**config.mk**
```make
export PLATFORM = sky130hd
export DESIGN_NAME = fetch_unit_flat
export DESIGN_NICKNAME = d
export VERILOG_FILES = /design/src/rtl/fetch_unit_if.sv /design/src/rtl/fetch_unit.sv /design/src/flat_wrapper.sv
export SDC_FILE = /design/constraint.sdc
export NUM_CORES = 1
export LEC_CHECK = 0
export CELL_PAD_IN_SITES_DETAIL_PLACEMENT = 0
export CELL_PAD_IN_SITES_GLOBAL_PLACEMENT = 1
export CORE_ASPECT_RATIO = 1.4
export CORE_MARGIN = 10
export CORE_UTILIZATION = 36
export CTS_CLUSTER_SIZE = 8
export DETAILED_ROUTE_END_ITERATION = 10
export PLACE_DENSITY = 0.67
export SYNTH_ARGS = -nofsm -noshare
export SYNTH_HDL_FRONTEND = slang
export SYNTH_SLANG_ARGS = --single-unit
```
**constraint.sdc**
```tcl
create_clock -name clk -period 3.6 [get_ports clk]
set_input_delay 0.36 -clock clk [delete_from_list [all_inputs] [get_ports clk]]
set_output_delay 0.36 -clock clk [all_outputs]
set_load 0.05 [all_outputs]
```
**src/rtl/fetch_unit_if.sv**
```systemverilog
// Bus bundle between the fetch stage, instruction memory, execute (redirect)
// and decode. The master modport is the fetch unit's view.
interface fetch_unit_if;
    logic        imem_req_valid;
    logic        imem_req_ready;
    logic [31:0] imem_req_addr;
    logic        imem_rsp_valid;
    logic [31:0] imem_rsp_data;
    logic        redirect_valid;
    logic [31:0] redirect_pc;
    logic        instr_valid;
    logic        instr_ready;
    logic [31:0] instr;
    logic [31:0] instr_pc;

    modport master (
        output imem_req_valid, imem_req_addr, instr_valid, instr, instr_pc,
        input  imem_req_ready, imem_rsp_valid, imem_rsp_data,
               redirect_valid, redirect_pc, instr_ready
    );

    modport slave (
        input  imem_req_valid, imem_req_addr, instr_valid, instr, instr_pc,
        output imem_req_ready, imem_rsp_valid, imem_rsp_data,
               redirect_valid, redirect_pc, instr_ready
    );
endinterface

```
**src/rtl/fetch_unit.sv**
```systemverilog
// Instruction fetch stage: owns the PC, issues word fetches under a credit
// limit (in-flight + buffered <= DEPTH), buffers returned words with their PCs
// and hands them to decode. A redirect flushes the buffer and marks every
// outstanding response for discard.
module fetch_unit #(
    parameter logic [31:0] RESET_PC = 32'h0000_0000,
    parameter int          DEPTH    = 4
) (
    input  logic         clk,
    input  logic         rst,
    fetch_unit_if.master bus
);
    localparam int AW = $clog2(DEPTH);
    localparam int CW = AW + 1;
    localparam logic [CW:0] DEPTH_C = (CW+1)'(DEPTH);

    logic [31:0]   r_pc;
    logic [31:0]   r_rsp_pc;
    logic [CW-1:0] r_inflight;
    logic [CW-1:0] r_kill;
    logic [CW-1:0] r_count;
    logic [AW-1:0] r_wr_ptr;
    logic [AW-1:0] r_rd_ptr;
    logic [63:0]   r_mem [DEPTH];

    logic [CW:0]   w_occupancy;
    logic          w_redirect;
    logic [31:0]   w_redirect_pc;
    logic          w_req_valid;
    logic          w_accept;
    logic          w_rsp_ok;
    logic          w_push;
    logic          w_instr_valid;
    logic          w_pop;

    assign w_redirect    = bus.redirect_valid;
    assign w_redirect_pc = bus.redirect_pc & 32'hFFFF_FFFC;
    assign w_occupancy   = {1'b0, r_inflight} + {1'b0, r_count};

    // A redirect drops the request combinationally; otherwise issue while credit remains.
    assign w_req_valid   = !rst && !w_redirect && (w_occupancy < DEPTH_C);
    assign w_accept      = w_req_valid && bus.imem_req_ready;

    // A response with nothing outstanding is a protocol violation and is ignored.
    assign w_rsp_ok      = bus.imem_rsp_valid && (r_inflight != '0);
    assign w_push        = w_rsp_ok && (r_kill == '0) && !w_redirect;

    // Popping is gated by redirect so a flush cycle never moves the read pointer.
    assign w_instr_valid = !rst && (r_count != '0);
    assign w_pop         = w_instr_valid && bus.instr_ready && !w_redirect;

    assign bus.imem_req_valid = w_req_valid;
    assign bus.imem_req_addr  = r_pc;
    assign bus.instr_valid    = w_instr_valid;
    assign bus.instr          = r_mem[r_rd_ptr][31:0];
    assign bus.instr_pc       = r_mem[r_rd_ptr][63:32];

    // PC, response PC, credit and discard bookkeeping plus FIFO pointers.
    always_ff @(posedge clk) begin
        if (rst) begin
            r_pc       <= RESET_PC;
            r_rsp_pc   <= RESET_PC;
            r_inflight <= '0;
            r_kill     <= '0;
            r_count    <= '0;
            r_wr_ptr   <= '0;
            r_rd_ptr   <= '0;
        end else if (w_redirect) begin
            r_pc       <= w_redirect_pc;
            r_rsp_pc   <= w_redirect_pc;
            r_inflight <= r_inflight - CW'(w_rsp_ok);
            r_kill     <= r_inflight - CW'(w_rsp_ok);
            r_count    <= '0;
            r_wr_ptr   <= '0;
            r_rd_ptr   <= '0;
        end else begin
            if (w_accept) begin
                r_pc <= r_pc + 32'd4;
            end
            if (w_push) begin
                r_rsp_pc <= r_rsp_pc + 32'd4;
                r_wr_ptr <= r_wr_ptr + AW'(1);
            end
            if (w_pop) begin
                r_rd_ptr <= r_rd_ptr + AW'(1);
            end
            if (w_rsp_ok && (r_kill != '0)) begin
                r_kill <= r_kill - CW'(1);
            end
            r_inflight <= r_inflight + CW'(w_accept) - CW'(w_rsp_ok);
            r_count    <= r_count + CW'(w_push) - CW'(w_pop);
        end
    end

    // FIFO storage; contents need no reset because count qualifies the head.
    always_ff @(posedge clk) begin
        if (w_push) begin
            r_mem[r_wr_ptr] <= {r_rsp_pc, bus.imem_rsp_data};
        end
    end
endmodule

```
**src/flat_wrapper.sv**
```systemverilog
// flat-port wrapper written by rule: the top's interface ports become plain ports
module fetch_unit_flat 
#(
    parameter logic [31:0] RESET_PC = 32'h0000_0000,
    parameter int          DEPTH    = 4
)
  (clk, rst, bus_imem_req_valid, bus_imem_req_addr, bus_instr_valid, bus_instr, bus_instr_pc, bus_imem_req_ready, bus_imem_rsp_valid, bus_imem_rsp_data, bus_redirect_valid, bus_redirect_pc, bus_instr_ready);
  fetch_unit_if bus_i ();
  input  logic clk;
  input  logic rst;
  output wire logic [$bits(bus_i.imem_req_valid)-1:0] bus_imem_req_valid;
  output wire logic [$bits(bus_i.imem_req_addr)-1:0] bus_imem_req_addr;
  output wire logic [$bits(bus_i.instr_valid)-1:0] bus_instr_valid;
  output wire logic [$bits(bus_i.instr)-1:0] bus_instr;
  output wire logic [$bits(bus_i.instr_pc)-1:0] bus_instr_pc;
  input wire logic [$bits(bus_i.imem_req_ready)-1:0] bus_imem_req_ready;
  input wire logic [$bits(bus_i.imem_rsp_valid)-1:0] bus_imem_rsp_valid;
  input wire logic [$bits(bus_i.imem_rsp_data)-1:0] bus_imem_rsp_data;
  input wire logic [$bits(bus_i.redirect_valid)-1:0] bus_redirect_valid;
  input wire logic [$bits(bus_i.redirect_pc)-1:0] bus_redirect_pc;
  input wire logic [$bits(bus_i.instr_ready)-1:0] bus_instr_ready;
  assign bus_imem_req_valid = bus_i.imem_req_valid;
  assign bus_imem_req_addr = bus_i.imem_req_addr;
  assign bus_instr_valid = bus_i.instr_valid;
  assign bus_instr = bus_i.instr;
  assign bus_instr_pc = bus_i.instr_pc;
  assign bus_i.imem_req_ready = bus_imem_req_ready;
  assign bus_i.imem_rsp_valid = bus_imem_rsp_valid;
  assign bus_i.imem_rsp_data = bus_imem_rsp_data;
  assign bus_i.redirect_valid = bus_redirect_valid;
  assign bus_i.redirect_pc = bus_redirect_pc;
  assign bus_i.instr_ready = bus_instr_ready;
  fetch_unit #(.RESET_PC(RESET_PC), .DEPTH(DEPTH)) u_core (.clk(clk), .rst(rst), .bus(bus_i));
endmodule
```
==> results by group, run 1 <==
Synthesis
  • Cell variety after synth: 56
  • Sequential share of the synthesized area: 67.9%
  • Fraction of registers with async set or reset after synthesis: 0%
  • EDFF count, synth: 248
  • Yosys warnings: 0
  • Post-synthesis register bit count: 323
  • Post-synth top flop: edfxtp_1
  • Syn Std Cell Area: 13200 µm²
  • Avg Cell Area, Syn: 15.5 µm²
  • Post-synthesis cell count: 852

GRT
  • Gr usage total: 13.4%
  • Grt met3 use: 3.14%
  • Number of global-route vias before repair: 8271
  • Global-route wire length before repair: 47.7 mm
  • Grt ovf: 0
  • Met2 GRT Util: 23.9%
  • Gr busiest metal: met2
  • Pin count of the biggest net entering global routing: 63
  • Initial antenna violation count: 0
  • Met1 Track Usage GR: 15.5%

Detailed routing
  • Post-DRT Antenna Nets: 0
  • Initial drt markers: 402
  • Pre-antenna DRT Iters: 6
  • Drt drc: 0
  • DR WL/cell: 20.3 µm
  • Via/cell ratio: 5.14
  • Routed wire length: 30.7 mm
  • Via count: 7776

Critical path
  • Critical-path maximum fanout: 22
  • CP required: 3240 ps
  • CP Depth: 3
  • CP peak stage delay: 760 ps
  • Crit-path leading delay family: buffers and inverters
  • Cell chain of the critical path: buf_4 -> mux4_2 -> clkdlybuf4s50_1
  • WP buf/inv: 2
  • Setup Crit Path Kind: reg2out
  • Critical Path AT: 2780 ps
  • CP max stage cell: clkdlybuf4s50_1
  • Crit. End Element: output port
  • CP Launch Type: flop
  • R2R depth: 8

Floorplanning
  • IO Pins: 168
  • Die Height: 246 µm
  • DIE WIDTH: 182 µm
  • Site row count: 82
  • Placeable Area: 36000 µm²
  • Initial Util: 36.6%
  • Die ar.: 44800 µm²

Timing
  • WHS: 200 ps
  • Hold Violations, Final: 0
  • Slew Viols, Final: 0
  • Worst setup margin: 455 ps
  • Final Cycle Share: 87.3%
  • Fin crit period: 3140 ps
  • Max-slew headroom: 43.2%
  • Fmax: 318 MHz
  • Fin Clk Skew: 15.3 ps
  • Worst slew pin tran: 849 ps
  • RSZ-0062 raised after global routing: false
  • Post-route setup TNS: 0 ps
  • Final setup vio count: 0

Clocking
  • CTS tree: built
  • Cts repair resizes: 0
  • Cts hold-fix bufs: 0
  • Postcts setup bufs: 0
  • Worst-skew pair later-pin latency: 530 ps
  • CTS Buf Count: 46
  • Root buffer cell: clkbuf_16
  • Worst-path clk slew: 50 ps
  • H-tree levels: 2
  • Longest Clk Path Bufs: 3
  • Sink Count: 323

Final layout
  • Non-Filler Instances: 1514
  • Share of cells above drive strength 1: 14.4%
  • Antenna cell count: 0
  • Final net count: 1125
  • P&R area growth vs syn: 26.8%

Min path
  • HP Class: in2reg
  • WHS Path Cells: 2

Flow run
  • Max-cap viol count: 0

Placement
  • IO buf count: 161
  • Placed Cells: 1451
  • HPWL Detailed: 19.9 mm
  • Dpl ws: 634 ps
  • Placer Congestion: 0.776

Power
  • Overall power: 9.24 mW
  • Leakage: 5.43 nW
  • P per Cell Area: 553 nW/µm²
  • Maximum vdd drop: 367 µV

Outcome
  • Status: finished, final reports clean
==> worst register-to-register path, stage by stage (launching register included) <==
cell	delay (ps)
dfxtp_1	410
ha_1	260
a311oi_1	330
nand3_1	190
inv_1	120
buf_4	250
nand2_1	200
or4_1	530
a31oi_1	170
==> layout by cell type, fill, tap and decap left out, types with 5 or more instances in the layout <==
cell             synthesis  final
a21oi_1                 29     29
clkbuf_1                27     13
nor4_1                  12     12
and2_1                   9      5
and3_1                   9      9
a31oi_1                 22     22
clkdlybuf4s50_1          0    159
buf_12                   0      8
o21ai_0                 13     13
or3_1                    6      6
xnor2_1                 23     23
ha_1                    16     16
a211oi_1                10     10
edfxtp_1               248    248
a21boi_0                14     14
xor2_1                  18     18
clkbuf_16                0     49
nor3_1                  11     11
nand4_1                 17     17
o21a_1                   5      5
nor2_1                  46     46
nand2_1                 45     45
buf_4                    4     14
mux4_2                  62     62
nand3_1                 26     26
dfxtp_1                 75     73
inv_1                   29     29
==> per-layer routing <==
layer / routed length (µm) / share of wire, %
met1: 12500 / 41
met2: 16000 / 52
met3: 1540 / 5.0
met4: 638 / 2.1
met5: 0 / 0
==> through the flow <==
step / utilization, % / instance area (µm²)
4_1_cts: 46.4 / 16700
3_3_place_gp: 42.8 / 15400
3_5_place_dp: 42.8 / 15400
2_1_floorplan: - / 13200
6_report: 46.4 / 16700
5_1_grt: 46.4 / 16700
==> final timing paths <==
path                                                     end                from  slack [ps]
worst max-delay path                        bus_instr_pc[11]                flop         460
worst min-delay path                      u_core.r_rsp_pc[2]                 rst         200
worst min register to register                          flop  u_core.r_rd_ptr[1]         530
worst max register to register  u_core.bus.imem_req_addr[20]   u_core.r_count[1]        1090
==> cell families after synthesis <==
group                    count (synthesis)  share of synthesized area (%)
other                                    1                         0.0285
AO/OA/AOI/OAI                          119                           5.90
buffers and inverters                   78                           2.46
multiplexers                            67                           11.0
flip-flops                             323                           67.9
AND/OR/NAND/NOR                        205                           8.17
adder cells (fa/ha/maj)                 18                           1.82
XOR/XNOR                                41                           2.72
==> synthesized netlist by cell type, types with 2 or more instances <==
cell	instances	area share, %
nor2_1	46	1.3
mux4_2	62	11
fa_1	2	0.30
o21bai_1	4	0.23
o32a_1	2	0.15
nand4b_1	3	0.20
or2_2	2	0.095
and3_1	9	0.43
mux2_2	2	0.17
xor2_1	18	1.2
a21o_1	3	0.17
buf_4	4	0.23
a21oi_1	29	1.1
o21a_1	5	0.28
nor3b_1	2	0.11
nand3b_1	3	0.17
buf_2	12	0.46
or4_1	4	0.23
a21boi_0	14	0.80
o211ai_1	4	0.23
nand3_1	26	0.99
ha_1	16	1.5
a211oi_1	10	0.57
dfxtp_1	75	11
or3_1	6	0.28
nand4_2	3	0.28
o311ai_0	2	0.13
buf_1	4	0.11
xnor2_1	23	1.5
inv_1	29	0.83
nor4_1	12	0.57
nand2_1	45	1.3
nor3_1	11	0.42
o21ai_0	13	0.49
clkbuf_1	27	0.77
a31oi_1	22	1.0
nand4_1	17	0.81
a311oi_1	4	0.27
mux2i_1	3	0.23
and2_1	9	0.43
edfxtp_1	248	57
o31a_1	3	0.20
==> sequential cells by signal, summed over array words and instances, names as in the netlist, named ones only <==
| name | flops |
|---|---|
| u_core.bus.imem_req_addr | 30 |
| u_core.r_count | 3 |
| u_core.r_inflight | 3 |
| u_core.r_kill | 3 |
| u_core.r_mem | 248 |
| u_core.r_rd_ptr | 2 |
| u_core.r_rsp_pc | 30 |
| u_core.r_wr_ptr | 2 |
==> cell type report <==
class,count,area (µm²)
Fill cell,3149,19300
Sequential cell,323,8950
Multi-Input combinational cell,454,3920
Timing Repair Buffer,182,1860
Clock buffer,62,1270
Tap cell,462,578
Inverter,30,113
Clock inverter,1,7.51
==> power by group <==
group	internal, mW	switching, mW	total [mW]
Combinational	0.418	0.671	1.09
Clock	2.41	1.43	3.84
Sequential	4.19	0.121	4.31
Total	7.02	2.22	9.24
Power figures use the tool's default switching activity.
==> run 2, diff against run 1 <==
--- a/config.mk
+++ b/config.mk
@@ -12,6 +12,7 @@
 export CORE_UTILIZATION = 36
 export CTS_CLUSTER_SIZE = 8
 export DETAILED_ROUTE_END_ITERATION = 10
+export GPL_TIMING_DRIVEN = 0
 export PLACE_DENSITY = 0.67
 export SYNTH_ARGS = -nofsm -noshare
 export SYNTH_HDL_FRONTEND = slang
==> run 2 against run 1 <==
Global-route usage up 1.0 points. Total power is essentially flat. Hold slack improved by 210 ps. Clock skew is 1.6 ps lower. Wire length up 6.7%. First-iteration DRC count rose by 23%. Setup slack lost 260 ps. Largest power group unchanged. Highest routed layer unchanged.
==> results by group, run 2 (synthesis results as in run 1) <==
Clocking
  • CTS tree: built
  • Cts hold-fix bufs: 0
  • Worst-path clk slew: 50 ps
  • Worst-skew pair later-pin latency: 540 ps
  • Root buffer cell: clkbuf_16
  • CTS Buf Count: 46
  • Sink Count: 323
  • H-tree levels: 2
  • Longest Clk Path Bufs: 3

Critical path
  • Crit. End Element: output port
  • Critical Path AT: 3050 ps
  • Most numerous cell on the critical path: clkbuf_1
  • CP required: 3240 ps
  • Setup Crit Path Kind: reg2out
  • CP peak stage delay: 820 ps
  • CP Depth: 4
  • R2R depth: 12
  • Cell chain of the critical path: clkbuf_1 -> clkbuf_1 -> mux4_2 -> clkdlybuf4s50_1
  • Worst R2R Start: u_core.r_inflight[1]
  • Crit-path leading delay family: buffers and inverters
  • CP max stage cell: clkdlybuf4s50_1
  • CP Launch Type: flop
  • Critical-path maximum fanout: 10
  • WP buf/inv: 3

Timing
  • Final setup vio count: 0
  • Slew Viols, Final: 0
  • Max-slew headroom: 42.1%
  • RSZ-0062 raised after global routing: false
  • Worst slew pin tran: 861 ps
  • Fin crit period: 3410 ps
  • Fin Clk Skew: 13.7 ps
  • Hold Violations, Final: 0
  • Worst setup margin: 194 ps
  • Final Cycle Share: 94.6%
  • Post-route setup TNS: 0 ps
  • WHS: 408 ps
  • Fmax: 294 MHz

Placement
  • IO buf count: 160
  • Placer Congestion: 0.843
  • Placed Area: 15500 µm²
  • HPWL Detailed: 22.8 mm
  • Placed Cells: 1481
  • Dpl ws: 95.0 ps

Final layout
  • Design area: 16800 µm²
  • Most frequent cells in the layout: edfxtp_1 (248), clkdlybuf4s50_1 (160), dfxtp_1 (75)
  • Share of cells above drive strength 1: 13.6%
  • Most common cell after layout, fill and taps aside: edfxtp_1
  • Antenna cell count: 0
  • Non-Filler Instances: 1552
  • Seq. cell area: 8950 µm²
  • Top reg by flops: u_core.r_mem
  • Final net count: 1154
  • Max reg flops: 248
  • # fillers: 3132
  • P&R area growth vs syn: 27.2%
  • Area occupied by multi-input gates: 3930 µm²

GRT
  • Grt ovf: 0
  • Number of global-route vias before repair: 8590
  • Global-route wire length before repair: 50.4 mm
  • Pin count of the biggest net entering global routing: 48
  • Gr usage total: 14.4%
  • Gr busiest metal: met2
  • Met1 Track Usage GR: 16.6%
  • Met2 GRT Util: 25.7%
  • Grt met3 use: 3.39%
  • Initial antenna violation count: 0

Floorplanning
  • Die ar.: 44800 µm²
  • IO Pins: 168
  • Placeable Area: 36000 µm²
  • Site row count: 82
  • DIE WIDTH: 182 µm
  • Initial Util: 36.6%
  • Die Height: 246 µm

Power
  • Leakage: 5.45 nW
  • P per Cell Area: 552 nW/µm²
  • Maximum vdd drop: 312 µV

Detailed routing
  • Drt drc: 0
  • Pre-antenna DRT Iters: 6
  • DR WL/cell: 21.1 µm
  • Via count: 7978
  • Via/cell ratio: 5.14
  • Post-DRT Antenna Nets: 0
  • Initial drt markers: 495
  • Routed wire length: 32.7 mm

Flow run
  • Max-cap viol count: 0

Outcome
  • Status: finished, final reports clean

Min path
  • WHS Path Cells: 4
  • HP Start: bus_redirect_valid
  • HP Class: in2reg
run 2: cell count changes in the layout (fill, tap and decap cells not counted), moves of 7 or more:
cell	before	now
buf_4	14	4
buf_2	1	12
clkbuf_1	13	48
buf_12	8	1
run 2: timing repair:
item	CTS	global route
endpoints found under the hold margin	0	0
endpoints found under the setup margin	1	1
gates resized for setup	0	2
setup buffers	0	0
run 2: through the flow:
stage,total power [mW],util [%]
after detailed placement,5.50,43.0
after global placement,5.49,42.7
after CTS,9.38,46.5
after global routing,9.62,46.5
final,9.25,46.5
after floorplan,5.05,-
run 2: final cells by class:
class                   instances  area share (%)
multi-input cells             454            23.4
plain buffers                  47            1.25
clock inverters                 2          0.0971
repair buffers                164            10.2
inverters                      30           0.672
clock buffers                  70            7.53
well taps                     462            3.45
flip-flops and latches        323            53.4
run 2: worst paths after layout:
path	endpoint	slack, ps
setup / recovery	bus_instr[29]	190
setup reg to reg	u_core.r_inflight[2]	540
hold reg to reg	u_core.bus.imem_req_addr[31]	530
hold / removal	u_core.r_inflight[2]	410
run 2: worst min-delay path: stages:
cell and delay, ps:
buf_2 170, o21ai_0 220, xnor2_1 70, nor2_1 70
run 2: metal layers:
| layer | routed length (µm) | vias to the layer above | part of all wire, % |
|---|---|---|---|
| li1 | - | 3742 | - |
| met1 | 12800 | 3931 | 39 |
| met2 | 17200 | 239 | 52 |
| met3 | 1920 | 66 | 5.9 |
| met4 | 886 | 0 | 2.7 |
| met5 | 0 | - | 0 |
run 2: report_power, final:
| part | internal (mW) | switching, mW |
|---|---|---|
| registers | 4.19 | 0.120 |
| clock network | 2.37 | 1.45 |
| logic | 0.421 | 0.693 |
